<file path="config.mk">
export PLATFORM = sky130hd
export DESIGN_NAME = sample_sequencer
export DESIGN_NICKNAME = d
export VERILOG_FILES = /design/src/rtl/sample_sequencer.sv
export SDC_FILE = /design/constraint.sdc
export NUM_CORES = 1
export LEC_CHECK = 0
export CAP_MARGIN = 25
export CORE_AREA = 3 3 108 110
export DETAILED_ROUTE_END_ITERATION = 7
export DIE_AREA = 0 0 111 113
export GPL_ROUTABILITY_DRIVEN = 0
export PLACE_DENSITY_LB_ADDON = 0.1
export SKIP_LAST_GASP = 1
export SYNTH_ARGS = -nofsm -noshare
export SYNTH_HDL_FRONTEND = slang
export SYNTH_SLANG_ARGS = --single-unit
</file>
<file path="constraint.sdc">
create_clock -name clk -period 7.3 [get_ports clk]
set_clock_uncertainty 0.05 [all_clocks]
set_input_delay 0.73 -clock clk [delete_from_list [all_inputs] [get_ports clk]]
set_output_delay 0.73 -clock clk [all_outputs]
set_load 0.01 [all_outputs]
</file>
<file path="src/rtl/sample_sequencer.sv">
// sample_sequencer: buffers signed 8-bit samples and replays them cycle-exactly to the
// averaging/min-max processor. Define SEQ_LFSR_EN to source STREAM data from an 8-bit LFSR.
module sample_sequencer #(
  parameter int unsigned DEPTH        = 8,
  parameter int unsigned FLUSH_CYCLES = 4
) (
  input  logic       clk,
  input  logic       RESET,
  input  logic       WR_EN,
  input  logic [7:0] WR_DATA,
  input  logic       START,
  input  logic       AVG_MODE,
  output logic [7:0] DATA_IN,
  output logic       ENABLE,
  output logic       AVERAGE,
  output logic       RESTART,
  output logic       BUSY,
  output logic       DONE,
  output logic       FULL
);

  localparam int unsigned AW = $clog2(DEPTH);
  localparam int unsigned CW = AW + 1;
  localparam int unsigned PW = $clog2(FLUSH_CYCLES + 2);

  localparam logic [CW-1:0] DEPTH_C    = CW'(DEPTH);
  localparam logic [PW-1:0] WARM_LAST  = PW'(1);
  localparam logic [PW-1:0] FLUSH_LAST = PW'(FLUSH_CYCLES - 1);

  localparam logic [2:0] IDLE   = 3'd0;
  localparam logic [2:0] WARM   = 3'd1;
  localparam logic [2:0] STREAM = 3'd2;
  localparam logic [2:0] FLUSH  = 3'd3;
  localparam logic [2:0] RST    = 3'd4;
  localparam logic [2:0] FIN    = 3'd5;

  logic [2:0]    state_q, state_d;
  logic [PW-1:0] phase_q, phase_d;
  logic [CW-1:0] count_q, count_d;
  logic [AW-1:0] wr_ptr_q, wr_ptr_d;
  logic [CW-1:0] rd_ptr_q, rd_ptr_d;

  logic [7:0] data_q, data_d;
  logic       enable_q, enable_d;
  logic       avg_q, avg_d;
  logic       restart_q, restart_d;
  logic       busy_q, busy_d;
  logic       done_q, done_d;
  logic       full_q, full_d;

  logic       wr_acc;
  logic [7:0] stream_data;

  assign wr_acc = (state_q == IDLE) && WR_EN && (count_q != DEPTH_C);

  // Phase counter is shared by WARM and FLUSH; it restarts on every state entry.
  always_comb begin
    state_d = state_q;
    phase_d = phase_q;
    case (state_q)
      IDLE: begin
        if (START && (count_q != '0)) begin
          state_d = WARM;
          phase_d = '0;
        end
      end
      WARM: begin
        if (phase_q == WARM_LAST) begin
          state_d = STREAM;
          phase_d = '0;
        end else begin
          phase_d = phase_q + 1'b1;
        end
      end
      STREAM: begin
        if (rd_ptr_q == count_q) begin
          state_d = FLUSH;
          phase_d = '0;
        end
      end
      FLUSH: begin
        if (phase_q == FLUSH_LAST) begin
          state_d = RST;
        end else begin
          phase_d = phase_q + 1'b1;
        end
      end
      RST:     state_d = FIN;
      FIN:     state_d = IDLE;
      default: state_d = IDLE;
    endcase
  end

  always_comb begin
    count_d  = count_q;
    wr_ptr_d = wr_ptr_q;
    rd_ptr_d = rd_ptr_q;
    if (wr_acc) begin
      count_d  = count_q + 1'b1;
      wr_ptr_d = wr_ptr_q + 1'b1;
    end
    if (state_d == STREAM) begin
      rd_ptr_d = rd_ptr_q + 1'b1;
    end
    if (state_d == FIN) begin
      count_d  = '0;
      wr_ptr_d = '0;
      rd_ptr_d = '0;
    end
  end

`ifdef SEQ_LFSR_EN
  logic [7:0] lfsr_q, lfsr_d;
  logic       unused_wr;

  assign unused_wr   = ^{WR_DATA, wr_ptr_q, rd_ptr_q[AW-1:0]};
  assign stream_data = lfsr_q;

  always_comb begin
    lfsr_d = lfsr_q;
    if (state_d == STREAM) begin
      lfsr_d = {lfsr_q[6:0], lfsr_q[7] ^ lfsr_q[5] ^ lfsr_q[4] ^ lfsr_q[3]};
    end
  end

  always_ff @(posedge clk or posedge RESET) begin
    if (RESET) begin
      lfsr_q <= 8'hA5;
    end else begin
      lfsr_q <= lfsr_d;
    end
  end
`else
  logic [7:0] mem [DEPTH];

  assign stream_data = mem[rd_ptr_q[AW-1:0]];

  // Storage carries no reset: an emptied buffer is defined by count, not contents.
  always_ff @(posedge clk) begin
    if (wr_acc) begin
      mem[wr_ptr_q] <= WR_DATA;
    end
  end
`endif

  // Outputs are computed from the next state so they line up with state_q cycle for cycle.
  always_comb begin
    enable_d  = (state_d == STREAM);
    data_d    = enable_d ? stream_data : '0;
    restart_d = (state_d == RST);
    done_d    = (state_d == FIN);
    busy_d    = (state_d != IDLE);
    full_d    = (count_d == DEPTH_C);
    avg_d     = '0;
    if (state_d != IDLE) begin
      avg_d = (state_q == IDLE) ? AVG_MODE : avg_q;
    end
  end

  always_ff @(posedge clk or posedge RESET) begin
    if (RESET) begin
      state_q   <= IDLE;
      phase_q   <= '0;
      count_q   <= '0;
      wr_ptr_q  <= '0;
      rd_ptr_q  <= '0;
      data_q    <= '0;
      enable_q  <= 1'b0;
      avg_q     <= 1'b0;
      restart_q <= 1'b0;
      busy_q    <= 1'b0;
      done_q    <= 1'b0;
      full_q    <= 1'b0;
    end else begin
      state_q   <= state_d;
      phase_q   <= phase_d;
      count_q   <= count_d;
      wr_ptr_q  <= wr_ptr_d;
      rd_ptr_q  <= rd_ptr_d;
      data_q    <= data_d;
      enable_q  <= enable_d;
      avg_q     <= avg_d;
      restart_q <= restart_d;
      busy_q    <= busy_d;
      done_q    <= done_d;
      full_q    <= full_d;
    end
  end

  assign DATA_IN = data_q;
  assign ENABLE  = enable_q;
  assign AVERAGE = avg_q;
  assign RESTART = restart_q;
  assign BUSY    = busy_q;
  assign DONE    = done_q;
  assign FULL    = full_q;

endmodule
</file>
==> results.ini <==
[synthesis]
syn-cell-area_um2=3990
postSynthAreaPerCell_um2=14.9
yosys-top-cells-count=edfxtp_1, dfrtp_1, nand2_1, a21oi_1, mux4_2
synth_edf_count=64
syn-num-nets=288
synth_seq_area_share_pct=67.6
syn-instance-count=268
synth-main-ff-cell=edfxtp_1
synth.largest_area_cell=edfxtp_1
ys_seq_elements=95
ys_async_sr_fraction_pct=32.6
synth_top_cell_area_share_pct=48.1
yosysMostFrequentCell=edfxtp_1
synth.distinct_cells=49
synth_warnings=0
yosys-top-cells-area=edfxtp_1, dfrtp_1, mux4_2

[final_layout]
nNetsFinal=320
diodes=0
final_util_pct=43.0
drive_gt1_share_pct=16.4
syn_to_final_growth_pct=16.1

[route]
drc=0
drt-pass1-iter-count=4
vias_per_cell=4.99
ant_nets=0
wl_mm=7.93
vias=2219
first_iter_violations=130
wl_per_cell_um=17.8

[timing]
whs_ps=493
period_minus_slack_ps=2550
rsz0062_at_grt=false
relSlewSlack_pct=32.9
tns_ps=0
tightest_slew_ps=1000
hold_viol_final=0
finalMaxSlewViolations=0
layout_setup_ws_ps=4750
max_freq_mhz=392
setup_viol=0
finalCritPeriodShare_pct=35.0

[flow_run]
max-cap-violations=0

[die]
ios=27
core_area_um2=10800
initial_core_util_pct=37.0
core.rowCount=38
die_height_um=113
die_area_um2=12500
die_w_um=111

[global_routing]
grt_pass1_wl_mm=12.8
antenna_found_initial=0
grtUsageTotal_pct=13.2
gr-total-overflow=0
grt_max_degree=32
grt_pass1_vias=2325

[setup_path]
rr_endpoint=mem[7][0]$_DFFE_PP_
slowest_delay_ps=650
required_ps=7240
cp_num_buf_inv=0
cp.arrival_ps=2490
cp_slowest_cell=nor2_1
worstPathCellList=nor3_1, and3_1, nand2_1, nor2_1
crit_family=simple AND/OR/NAND/NOR gates
critPathCaptureType=register
start_kind=register
ff2ff_setup_slack_ps=4750
cp_max_fo=15
worstReg2RegStart=state_q[1]$_DFF_PP0_
r2r_cells=4
path_class=reg2reg

[power_and_ir_drop]
vdd.ir_drop.worst_v=0.000149
swShare_pct=34.6
comb_power_share_pct=33.6
internal-power_mw=1.09
power_density_nw_per_um2=359
leakage_nw=1.68
seqPwrFrac_pct=45.1
clkPwrFrac_pct=21.4
p_sw_uw=576

[run_status]
outcome=complete, no violations

[cts]
cts_sinks=95
root_buffer=clkbuf_8
cts.clk_slew.worst_paths_ps=100
h-tree-depth=3
cts_hold_buf=0
cts_made_buffers=9
cts_resized=0
cts_buffer_depth=2
cts_setup_buffers=0
cts_tree=done
clk_latency_ps=360

[placed_design]
dp_slack_ps=4160
dp_hpwl_mm=5.27
io_buffers=26

[hold_path]
min_to=phase_q[1]$_DFFE_PP0P_
hp-start=phase_q[1]$_DFFE_PP0P_
worstHoldPathCells=1
hold_class=reg2reg

[cell usage in the layout (no fill, tap or decap), drive strengths merged, types with 2 or more instances in the layout]
cell type,instances
buf,7
clkinv,3
and2,5
ha,7
or2,3
nand3,3
a21oi,18
nor4,2
clkbuf,10
o21ai,3
inv,11
nor2b,2
nand2b,3
nand2,32
or4,2
o221ai,2
nand4,3
dfrtp,31
nor3b,2
xor2,7
nor2,12
mux4,16
nor3,6
edfxtp,64
and3,2
xnor2,2
clkdlybuf4s50,26
a21o,4
[worst reg2reg max path, stage by stage (launching register included)]
cell     delay, ps
dfrtp_1        550
nor3_1         320
and3_1         440
nand2_1        170
nor2_1         650
[kinds of logic (layout without fill, tap and decap cells)]
| logic type | after synthesis | after routing | synth area share [%] |
|---|---|---|---|
| compound gates | 37 | 37 | 6.17 |
| xor+xnor | 9 | 9 | 1.97 |
| fa+ha+maj | 7 | 7 | 2.19 |
| buf+inv | 22 | 59 | 2.48 |
| flops | 95 | 95 | 67.6 |
| mux | 17 | 17 | 9.31 |
| simple gates | 81 | 81 | 10.3 |
[registers in the layout (all words and copies together) (netlist names)]
register,count
AVERAGE,1
wr_ptr_q,3
RESTART,1
DATA_IN,8
phase_q,3
BUSY,1
count_q,4
ENABLE,1
rd_ptr_q,4
DONE,1
FULL,1
mem,64
state_q,3
[metrics by stage]
step,power [mW],instance area [um^2],std cells
after floorplan,1.15,3990,268
after global placement,1.32,4420,427
after detailed placement,1.33,4420,427
after CTS,1.69,4620,443
after global routing,1.78,4640,445
final,1.66,4640,445
[layer usage]
| layer | global-route usage (%) | share of wire, % |
|---|---|---|
| met5 | 0 | 0 |
| met3 | 3.37 | 2.9 |
| met2 | 21.4 | 48 |
| met1 | 18.2 | 48 |
| met4 | 2.55 | 0.48 |
[layout make-up]
class / count / area (um^2)
fill: 993 / 6160
multi-input combinational: 151 / 1210
tap: 140 / 175
clock inverter: 7 / 78.8
sequential: 95 / 2700
clock buffer: 9 / 124
inverter: 9 / 33.8
timing repair buffer: 34 / 318
[worst max path at each step]
stage,start,endpoint,slack [ps],depth (start not counted)
2_1_floorplan,state_q[0]$_DFF_PP0_,mem[6][0]$_DFFE_PP_,4800,6
3_3_place_gp,WR_EN,mem[2][5]$_DFFE_PP_,4280,4
3_5_place_dp,WR_EN,mem[2][5]$_DFFE_PP_,4160,4
4_1_cts,state_q[1]$_DFF_PP0_,mem[2][3]$_DFFE_PP_,4470,4
5_1_grt,count_q[0]$_DFF_PP0_,mem[7][0]$_DFFE_PP_,4580,6
6_report,state_q[1]$_DFF_PP0_,mem[7][0]$_DFFE_PP_,4750,4
[power by group through the flow]
| stage | clock [mW] | combinational (mW) | sequential (mW) |
|---|---|---|---|
| after floorplan | 0 | 0.431 | 0.722 |
| final | 0.356 | 0.558 | 0.750 |
| after CTS | 0.368 | 0.568 | 0.750 |
| after global routing | 0.391 | 0.625 | 0.763 |
| after detailed placement | 0 | 0.566 | 0.762 |
| after global placement | 0 | 0.562 | 0.761 |
Note: power is estimated with default switching activity, not from simulation.
